[config.mk]
export PLATFORM = sky130hd
export DESIGN_NAME = wb_stage
export DESIGN_NICKNAME = d
export VERILOG_FILES = /design/src/rtl/wb_stage_pkg.sv /design/src/rtl/wb_stage.sv
export SDC_FILE = /design/constraint.sdc
export NUM_CORES = 1
export LEC_CHECK = 0
export CELL_PAD_IN_SITES_DETAIL_PLACEMENT = 0
export CELL_PAD_IN_SITES_GLOBAL_PLACEMENT = 2
export CORE_ASPECT_RATIO = 1.75
export CORE_MARGIN = 3
export CORE_UTILIZATION = 23
export CTS_BUF_LIST = sky130_fd_sc_hd__clkbuf_16
export CTS_CLUSTER_SIZE = 40
export DETAILED_ROUTE_END_ITERATION = 6
export PLACE_DENSITY = 0.82
export SKIP_LAST_GASP = 1
export SYNTH_ARGS = -nofsm -noshare
export SYNTH_HDL_FRONTEND = slang
export SYNTH_SLANG_ARGS = --single-unit
[constraint.sdc]
create_clock -name clk -period 1.6 [get_ports clk]
set_input_delay 0.4 -clock clk [delete_from_list [all_inputs] [get_ports clk]]
set_output_delay 0.4 -clock clk [all_outputs]
set_load 0.02 [all_outputs]
[src/rtl/wb_stage_pkg.sv]
// rtl/wb_stage_pkg.sv - shared state encoding for the write-back stage
package wb_stage_pkg;

    localparam logic ST_IDLE = 1'b0;
    localparam logic ST_WAIT = 1'b1;

    typedef enum logic {
        S_IDLE = ST_IDLE,
        S_WAIT = ST_WAIT
    } wb_state_e;

endpackage

[src/rtl/wb_stage.sv]
// rtl/wb_stage.sv - write-back stage: ALU writes in one cycle, loads via a
// level-handshake RAM read with upstream stall and timeout
module wb_stage
    import wb_stage_pkg::*;
#(
    parameter int DATA_WIDTH     = 32,
    parameter int ADDR_WIDTH     = 8,
    parameter int REG_ADDR_WIDTH = 5,
    parameter int MEM_TIMEOUT    = 8
) (
    input  logic                      clk,
    input  logic                      reset,
    input  logic [DATA_WIDTH-1:0]     alu_output_in,
    input  logic [ADDR_WIDTH-1:0]     ram_addr_in,
    input  logic [REG_ADDR_WIDTH-1:0] reg_addr_wr_in,
    input  logic                      wr_reg_in,
    input  logic                      mem_to_reg_in,
    output logic                      ram_rd_req,
    output logic [ADDR_WIDTH-1:0]     ram_rd_addr,
    input  logic                      ram_rd_valid,
    input  logic [DATA_WIDTH-1:0]     ram_rd_data,
    output logic                      rf_wr_en,
    output logic [REG_ADDR_WIDTH-1:0] rf_wr_addr,
    output logic [DATA_WIDTH-1:0]     rf_wr_data,
    output logic                      stall,
    output logic                      mem_err
);

    localparam int CNT_W = (MEM_TIMEOUT > 1) ? $clog2(MEM_TIMEOUT) : 1;
    localparam logic [CNT_W-1:0] CNT_LAST = CNT_W'(MEM_TIMEOUT - 1);

    wb_state_e                 r_state;
    wb_state_e                 w_state_n;
    logic [CNT_W-1:0]          r_cnt;
    logic [CNT_W-1:0]          w_cnt_n;
    logic [REG_ADDR_WIDTH-1:0] r_ld_reg;
    logic [REG_ADDR_WIDTH-1:0] w_ld_reg_n;
    logic                      w_req_n;
    logic [ADDR_WIDTH-1:0]     w_rd_addr_n;
    logic                      w_wr_en_n;
    logic [REG_ADDR_WIDTH-1:0] w_wr_addr_n;
    logic [DATA_WIDTH-1:0]     w_wr_data_n;
    logic                      w_err_n;

    logic w_alu_wr;
    logic w_load;

    assign w_alu_wr = wr_reg_in & ~mem_to_reg_in;
    assign w_load   = wr_reg_in & mem_to_reg_in;

    always_comb begin
        w_state_n   = r_state;
        w_cnt_n     = r_cnt;
        w_ld_reg_n  = r_ld_reg;
        w_req_n     = ram_rd_req;
        w_rd_addr_n = ram_rd_addr;
        w_wr_en_n   = 1'b0;
        w_wr_addr_n = rf_wr_addr;
        w_wr_data_n = rf_wr_data;
        w_err_n     = 1'b0;
        stall       = 1'b0;

        case (r_state)
            S_IDLE: begin
                if (w_load) begin
                    stall       = 1'b1;
                    w_state_n   = S_WAIT;
                    w_cnt_n     = '0;
                    w_req_n     = 1'b1;
                    w_rd_addr_n = ram_addr_in;
                    w_ld_reg_n  = reg_addr_wr_in;
                end else if (w_alu_wr) begin
                    // r0 is hardwired zero, so the strobe is suppressed for it
                    w_wr_en_n   = (reg_addr_wr_in != '0);
                    w_wr_addr_n = reg_addr_wr_in;
                    w_wr_data_n = alu_output_in;
                end
            end
            S_WAIT: begin
                // valid in the last counted cycle still completes the load
                if (ram_rd_valid) begin
                    w_wr_en_n   = (r_ld_reg != '0);
                    w_wr_addr_n = r_ld_reg;
                    w_wr_data_n = ram_rd_data;
                    w_req_n     = 1'b0;
                    w_state_n   = S_IDLE;
                end else if (r_cnt == CNT_LAST) begin
                    w_err_n     = 1'b1;
                    w_req_n     = 1'b0;
                    w_state_n   = S_IDLE;
                end else begin
                    stall       = 1'b1;
                    w_cnt_n     = r_cnt + CNT_W'(1);
                end
            end
        endcase
    end

    always_ff @(posedge clk or negedge reset) begin
        if (!reset) begin
            r_state     <= S_IDLE;
            r_cnt       <= '0;
            r_ld_reg    <= '0;
            ram_rd_req  <= 1'b0;
            ram_rd_addr <= '0;
            rf_wr_en    <= 1'b0;
            rf_wr_addr  <= '0;
            rf_wr_data  <= '0;
            mem_err     <= 1'b0;
        end else begin
            r_state     <= w_state_n;
            r_cnt       <= w_cnt_n;
            r_ld_reg    <= w_ld_reg_n;
            ram_rd_req  <= w_req_n;
            ram_rd_addr <= w_rd_addr_n;
            rf_wr_en    <= w_wr_en_n;
            rf_wr_addr  <= w_wr_addr_n;
            rf_wr_data  <= w_wr_data_n;
            mem_err     <= w_err_n;
        end
    end

endmodule

==> reports/results.ini, run 1 <==
[outcome]
status=complete, but fails checks
violations=negative setup slack

[global_routing]
grt_use_total_pct=12.1
grt_pass1_wl_um=12200
antenna_found_initial=0
grt_pass1_vias=2399
overflow=0
grt_max_degree=58

[timing]
slew_headroom_pct=78.2
post-route-period-util_pct=119
rsz0062_at_grt=true
timing.final.hold_violations=0
period_minus_slack_ns=1.91
worstMarginPinSlew_ns=0.327
layout_setup_ws_ns=-0.310
setup-tns-final_ns=-2.90
whs_ns=0.0653
setup_viol=38
slew_violations=0
fin_skew_ns=0.00370
fmax_mhz=524

[routing]
drt-vias-per-instance=4.27
drc=0
avgRoutedWirePerCell_um=15.6
drt_iter0_markers=32
finalWirelength_um=7840
ant_nets=0
first_pass_iters=3
vias=2147

[layout]
largest_register_ffs=32
area_growth_pct=71.1
final_util_pct=40.8
diodes=0
drive_gt1_share_pct=35.3
regMostFlops=rf_wr_data
filler_cell_count=1125
fin_nets=447
largestRegisters=rf_wr_data (32), ram_rd_addr (8)

[logic_synthesis]
synthCells=202
yosys_warnings=0
syn_area_um2=2790
seq_area_frac_synth_pct=51.1
syn_avg_cell_area_um2=13.8
synth_cell_types=21
syn_nets=286
synth-seq-cells=57

[clocking]
cts_root_buf=clkbuf_16
clockBufferDepth=2
clk_pin_slew_worst_paths_ns=0.05
cts_tree=built
clk_latency_ns=0.32
cts_made_buffers=9
cts_sinks=57
htreeDepth=3

[die]
core_area_um2=11700
fp.dieH_um=152
die_w_um=89.3
fp-row-count=52
die_area_um2=13500
start_util_pct=23.8
io-pin-count=131

[critical_path]
crit_type=reg2out
r2r-end=rf_wr_data[11]
start_kind=flip-flop
r2r_setup_slack_ns=-0.15
path_max_fanout=3
reg2reg_depth=6
crit_required_ns=1.20
cp_cell_sequence=ha_2 -> ha_4 -> nor3b_4 -> nor2_2 -> inv_2 -> buf_6
cp-endpoint=stall
r2r-start=r_state
end_kind=output pin
worstPathArrival_ns=1.51
crit_start=r_cnt[1]
slowest_delay_ns=0.38
crit_slowest_cell=dfrtp_1

[power]
power_mw=5.84
vdd_ir_drop_max_uv=666
p_per_area_nw_per_um2=1220
power.leakage_nw=2.21

[place]
port_buffers=130
dp_hpwl_um=5760
gp_congestion=0.659
pre_cts_slack_ns=-0.607

[min_path]
min_path_type=in2async

[job]
max_cap_violations=0

==> worst min-delay path by stage <==
stage           from  cells past startpoint  slack, ns             end
3_3_place_gp   reset                      2       0.43   rf_wr_data[8]
6_report       reset                      2       0.07  rf_wr_data[10]
4_1_cts        reset                      2       0.08  rf_wr_data[11]
3_5_place_dp   reset                      2       0.43  rf_wr_data[11]
2_1_floorplan  reset                      0       0.10         mem_err
5_1_grt        reset                      2       0.09  rf_wr_data[10]
==> cell usage in the layout, fill, tap and decap left out, types with 2 or more instances in the layout <==
| cell | count |
|---|---|
| buf_4 | 17 |
| dfrtp_1 | 56 |
| nor2_1 | 2 |
| dlygate4sd2_1 | 50 |
| clkinv_1 | 2 |
| buf_12 | 8 |
| clkinv_2 | 3 |
| mux2_4 | 37 |
| buf_6 | 5 |
| buf_8 | 2 |
| clkinvlp_4 | 2 |
| mux2_2 | 38 |
| a22o_1 | 2 |
| clkdlybuf4s50_1 | 78 |
| nand2_1 | 40 |
| or4_1 | 2 |
| and3b_1 | 2 |
| clkbuf_16 | 9 |
==> cells in the mapped netlist <==
cell | instances | area (um^2)
nor2_1 | 3 | 11.3
or4_1 | 2 | 15.0
dfrtp_1 | 57 | 1430
or3b_4 | 1 | 11.3
buf_12 | 3 | 60.1
nand3b_1 | 1 | 7.51
o21ai_0 | 1 | 5.00
inv_1 | 1 | 3.75
nand2_1 | 40 | 150
and3b_1 | 2 | 17.5
ha_1 | 2 | 25.0
o22ai_1 | 1 | 6.26
mux2_2 | 45 | 507
nor3b_1 | 1 | 7.51
clkbuf_1 | 4 | 15.0
nand2_8 | 1 | 20.0
buf_6 | 1 | 11.3
o21a_1 | 1 | 7.51
a22o_1 | 2 | 17.5
buf_2 | 3 | 15.0
mux2_4 | 30 | 450
==> cell families (layout without fill, tap and decap cells) <==
group           count (synthesis)  count (layout)  share of synthesized area (%)
mux                            75              75                           34.3
flops                          57              57                           51.1
fa+ha+maj                       2               2                          0.897
compound gates                  5               5                           1.30
simple gates                   51              51                           8.61
buf+inv                        12             178                           3.77
==> stage by stage <==
step | instance area, um^2 | instances
2_1_floorplan | 2800 | 202
3_3_place_gp | 4410 | 480
3_5_place_dp | 4410 | 480
4_1_cts | 4820 | 504
5_1_grt | 4770 | 503
6_report | 4770 | 503
==> metal layers <==
layer / vias to the layer above / share of wire [%] / GRT usage (%)
met3: 9 / 6.9 / 3.52
met5: - / 0 / 0
met2: 73 / 55 / 22.0
met4: 0 / 1.4 / 4.62
li1: 1022 / - / -
met1: 1043 / 36 / 12.6
==> power breakdown <==
part,internal [mW],switching (mW),total (mW)
Sequential,1.81,0.193,2.00
Combinational,1.20,0.969,2.17
Clock,1.02,0.650,1.67
Total,4.03,1.81,5.84
==> final cells by class <==
class	count	area, um^2	area share, %
clock buffer	9	225	4.72
clock inverter	7	37.5	0.786
inverter	1	3.75	0.0786
multi-input combinational	133	1310	27.5
sequential	57	1430	29.9
tap	135	169	3.54
timing repair buffer	161	1600	33.5
==> worst max-delay path: cells and delay by family (launching register included) <==
kind	cells	cell delay [ns]
adders and majority gates	2	0.37
buffers and inverters	2	0.17
DFF	1	0.38
and+or+nand+nor	2	0.26
==> timing repair <==
action / CTS / global route
resized for setup: 77 / 1
setup endpoints to repair: 87 / 39
buffers inserted: 9 / 2
hold buffers: 0 / 0
gates cloned: 2 / 0
pin swaps: 3 / 3
Power figures use the tool's default switching activity.
==> run 2: changes to the inputs <==
- ABC_AREA: not set -> 1
- CORE_UTILIZATION: 23 -> 19
- PLACE_DENSITY: 0.82 -> 0.81
==> run 2 against run 1 <==
Net effect: via count is 34% higher; cell area fell by 2.9%; largest power group is now registers; sequential power decreased by 3%; the flow still finishes with violations (negative setup slack); cell count is 39% higher; utilization decreased by 8.7 points; largest cell class unchanged; global-route usage is 0.063 points lower.
==> reports/results.ini, run 2 <==
[logic_synthesis]
synth_most_common_cell=nand2_1
yosys.area_share.simple_pct=36.9
synth_top_area_cell=dfrtp_1
synth_edf_count=0
synthAdderAreaFrac_pct=0.892
yosys_warnings=0
synth_common_cells=nand2_1, dfrtp_1, nand3_1, inv_1
synth.mux.area_fraction_pct=0
async_reset_ff_share_pct=100
seq_area_frac_synth_pct=50.8
synth-compound-area-share_pct=3.21
synthXorXnorAreaFrac_pct=0
synth_flop_cell=dfrtp_1
synth_cell_types=16
synthTopCellsByArea=dfrtp_1, nand2_1, nand3_1
syn_avg_cell_area_um2=7.50
synth-seq-cells=57
synthCells=374
syn_nets=458
synth_top_area_share_pct=50.8
syn_area_um2=2810
synth_top_family_by_area=simple AND/OR/NAND/NOR gates

[routing]
first_pass_iters=4
drt-vias-per-instance=4.10
avgRoutedWirePerCell_um=13.6
finalWirelength_um=9550
drc=0
ant_nets=0
vias=2872
drt_iter0_markers=71

[critical_path]
crit_slowest_cell=dfrtp_1
cp_cell_sequence=ha_2 -> ha_4 -> inv_2 -> nand3_2 -> nand2_2 -> buf_6
start_kind=flip-flop
crit_type=reg2out
worstPathArrival_ns=1.43
path_max_fanout=2
slowest_delay_ns=0.39
crit_required_ns=1.20
cp_top_family=flip-flops
worst-path-buf-inv=2
end_kind=output pin

[layout]
area_growth_pct=65.2
largestRegisters=rf_wr_data (32), ram_rd_addr (8)
fin_nets=599
largest_register_ffs=32
regMostFlops=rf_wr_data
final_cell_mix=nand2_1, clkdlybuf4s50_1, dfrtp_1, dlygate4sd2_1, nand3_1
diodes=0
layout_commonest_cell=nand2_1
layout.cells.non_filler=700
drive_gt1_share_pct=8.85
fin_area_um2=4630
filler_cell_count=1547

[global_routing]
overflow=0
grt_max_degree=35
antenna_found_initial=0
grt_pass1_wl_um=15200
grt_use_total_pct=12.0
grt_pass1_vias=2883

[die]
fp.dieH_um=167
start_util_pct=19.4
fp-row-count=58
die_w_um=97.9
io-pin-count=131
core_area_um2=14400
die_area_um2=16300

[timing]
rsz0062_at_grt=true
timing.final.hold_violations=0
slew_violations=0
setup_viol=1
fmax_mhz=547
layout_setup_ws_ns=-0.230
post-route-period-util_pct=114
fin_skew_ns=0.00720
worstMarginPinSlew_ns=0.430
period_minus_slack_ns=1.83
slew_headroom_pct=71.3

[clocking]
clk_pin_slew_worst_paths_ns=0.05
cts_root_buf=clkbuf_16
cts_sinks=57
cts_hold_buffers=0
clk_latency_ns=0.33
htreeDepth=3
cts_tree=built
clockBufferDepth=2
cts_made_buffers=9

[power]
power_mw=5.52
vdd_ir_drop_max_uv=589
p_per_area_nw_per_um2=1190
power.leakage_nw=2.47

[place]
gp_congestion=0.732
placedInstanceArea_um2=4370
port_buffers=130
numPlacedInstances=682
dp_hpwl_um=7210

[min_path]
min_path_type=in2async

[outcome]
violations=negative setup slack
status=complete, but fails checks

[job]
max_cap_violations=0

## run 2: cell count changes in the layout (fill, tap and decap cells not counted), sizes merged, moves of 9 or more
cell and delta:
o21ai +17, mux2 -75, buf -9, nand3 +45, nand2 +162, inv +23
## run 2: layer usage
metal  vias to the layer above  global-route usage [%]  routed length (um)
met5                         -                       0                   0
met4                         0                    3.98                 138
met3                        10                    3.23                 494
met2                        77                    22.9                5430
met1                      1346                    12.4                3490
li1                       1439                       -                   -
## run 2: final timing paths
check / start / endpoint / slack, ns / depth (start not counted)
hold / removal: reset / rf_wr_data[18] / 0.07 / 2
min in group clk: ram_rd_req / ram_rd_req / 0.47 / 2
setup reg to reg: r_state / rf_wr_data[12] / 0.11 / 6
hold reg to reg: ram_rd_req / ram_rd_req / 0.47 / 2
setup / recovery: r_cnt[0] / stall / -0.23 / 6
max in group asynchronous: reset / r_state / 1.16 / 2
## run 2: layout make-up
class	count	area (um^2)	area share (%)
clock inverter	7	55.1	1.19
tap	180	225	4.86
multi-input combinational	273	1170	25.3
inverter	22	85.1	1.84
timing repair buffer	152	1440	31.2
sequential	57	1430	30.8
clock buffer	9	225	4.86
## run 2: timing repair
| item | CTS | global route |
|---|---|---|
| buffers inserted | 1 | 1 |
| pin swaps | 1 | 1 |
| setup endpoints to repair | 76 | 1 |
| resized for setup | 61 | 0 |
## run 2: cells by family after synthesis
family	after synthesis
adders and majority gates	2
DFF	57
buffers and inverters	44
AOI/OAI and AO/OA	18
and+or+nand+nor	253
## run 2: power breakdown
part / leakage [nW] / switching, mW / total [mW] / internal, mW
logic: 1.61 / 1.02 / 1.77 / 0.750
clock network: 0.147 / 0.635 / 1.81 / 1.17
registers: 0.713 / 0.173 / 1.94 / 1.77
## run 2: through the flow
step	utilization [%]	setup TNS, ns	worst slack, ns	hold WS [ns]
after detailed placement	30.3	-3.55	-0.686	0.428
after CTS	32.0	-0.230	-0.230	0.0767
after global placement	30.3	-3.05	-0.686	0.442
final	32.1	-0.230	-0.230	0.0724
after floorplan	-	0	0.0610	0.104
after global routing	32.1	-0.304	-0.304	0.0992
==> run 3: changes to the inputs <==
- CORE_UTILIZATION: 19 -> 23
- PLACE_DENSITY: 0.81 -> 0.9
- clock period: 1.6 -> 2.2 ns (I/O delays scaled with it)
==> run 3 against run 2 <==
Net effect: the run now ends clean; cell count fell by 4.3%; count of clock-buffer cells in the layout did not move; power fell by 26%; setup slack improved by 0.31 ns; routed wire length fell by 4.5%; non-clock buffer count fell by 11; critical path depth fell by 1.
==> reports/results.ini, run 3 (synthesis results as in run 2) <==
[routing]
maxUsedRoutingLayer=met4
drt_iter0_markers=123
finalWirelength_um=9120
wl_met2_um=5240
ant_nets=0
met3_length_um=353
wl_met1_um=3280
first_pass_iters=4
vias=2793
drc=0
drt-vias-per-instance=4.17
avgRoutedWirePerCell_um=13.6

[die]
start_util_pct=23.8
fp.dieH_um=152
fp-row-count=52
io-pin-count=131
die_area_um2=13600
die_w_um=89.5
core_area_um2=11800

[timing]
slew_violations=0
post-route-period-util_pct=96.3
timing.final.hold_violations=0
period_minus_slack_ns=2.12
fmax_mhz=472
worstMarginPinSlew_ns=0.692
setup-tns-final_ns=0
slew_headroom_pct=53.8
fin_skew_ns=0.00647
rsz0062_at_grt=false
setup_viol=0

[layout]
fin_nets=588
diodes=0
area_growth_pct=62.4
largest_register_ffs=32
largestRegisters=rf_wr_data (32), ram_rd_addr (8)
multi_input_area_um2=1150
filler_cell_count=1206
layout_commonest_cell=nand2_1
regArea_um2=1430
drive_gt1_share_pct=6.10
regMostFlops=rf_wr_data
final_cell_mix=nand2_1, clkdlybuf4s50_1, dfrtp_1, nand3_1, inv_1

[clocking]
cts_hold_buffers=0
htreeDepth=3
cts_made_buffers=9
cts_sinks=57
clk_latency_ns=0.32
cts_root_buf=clkbuf_16
clockBufferDepth=2
cts_tree=built
clk_pin_slew_worst_paths_ns=0.05

[global_routing]
grt_max_degree=43
grt_pass1_vias=2793
grt_pass1_wl_um=13900
grt_use_total_pct=13.6
antenna_found_initial=0
overflow=0

[critical_path]
worst-path-buf-inv=3
worstPathArrival_ns=1.57
crit_slowest_cell=clkdlybuf4s50_1
cp.depth=5
cp_top_family=buffers and inverters
r2r-start=r_state
path_max_fanout=5
end_kind=output pin
slowest_delay_ns=0.49
start_kind=primary input
cp-endpoint=stall
reg2reg_depth=6
crit_start=mem_to_reg_in
cp_cell_sequence=clkdlybuf4s50_1 -> nand3_2 -> buf_4 -> nand2_1 -> buf_2
r2r_setup_slack_ns=0.50
r2r-end=rf_wr_data[29]
crit_type=in2out
crit_required_ns=1.65

[job]
max_cap_violations=0

[outcome]
status=complete, no violations

[min_path]
min_path_type=in2async

[place]
port_buffers=130
gp_congestion=0.785
dp_hpwl_um=6630

[power]
vdd_ir_drop_max_uv=393
power.leakage_nw=2.30
p_per_area_nw_per_um2=898
power_mw=4.09

==> run 3: area by class of cell <==
type                       instances  share of cell area (%)
clock buffer                       9                    4.94
multi-input combinational        273                    25.3
clock inverter                     6                    1.13
tap                              162                    4.45
timing repair buffer             141                    30.9
inverter                          22                    1.87
sequential                        57                    31.3
==> run 3: metal layers <==
layer,global-route usage (%),up-vias
li1,-,1416
met1,12.9,1294
met2,26.1,67
met3,2.98,16
met4,6.03,0
met5,0,-
==> run 3: how the worst min path moves through the flow <==
stage | cells past startpoint | slack (ns) | start | endpoint
4_1_cts | 1 | 0.28 | reset | rf_wr_data[18]
3_5_place_dp | 2 | 0.47 | ram_rd_req | ram_rd_req
6_report | 1 | 0.26 | reset | rf_wr_data[18]
5_1_grt | 1 | 0.32 | reset | rf_wr_data[18]
3_3_place_gp | 2 | 0.47 | ram_rd_addr[1] | ram_rd_addr[1]
2_1_floorplan | 0 | 0.25 | reset | mem_err
==> run 3: where the power goes <==
part | internal (mW) | switching [mW] | leakage [nW]
combinational | 0.662 | 0.723 | 1.44
sequential | 1.29 | 0.129 | 0.713
clock | 0.850 | 0.443 | 0.141
==> run 3: per-stage QoR <==
stage / instances / utilization (%) / hold WS, ns / area [um^2] / setup slack [ns]
2_1_floorplan: 374 / - / 0.254 / 2810 / 0.511
3_3_place_gp: 655 / 36.4 / 0.469 / 4280 / -0.511
3_5_place_dp: 655 / 36.4 / 0.468 / 4280 / -0.501
4_1_cts: 670 / 38.7 / 0.284 / 4560 / 0.0421
5_1_grt: 670 / 38.7 / 0.316 / 4560 / 0.0197
6_report: 670 / 38.7 / 0.264 / 4560 / 0.0819
==> run 3: repair_timing <==
action / CTS / global route
endpoints found under the setup margin: 1 / 0
gates resized for setup: 6 / 0
setup buffers: 0 / 0
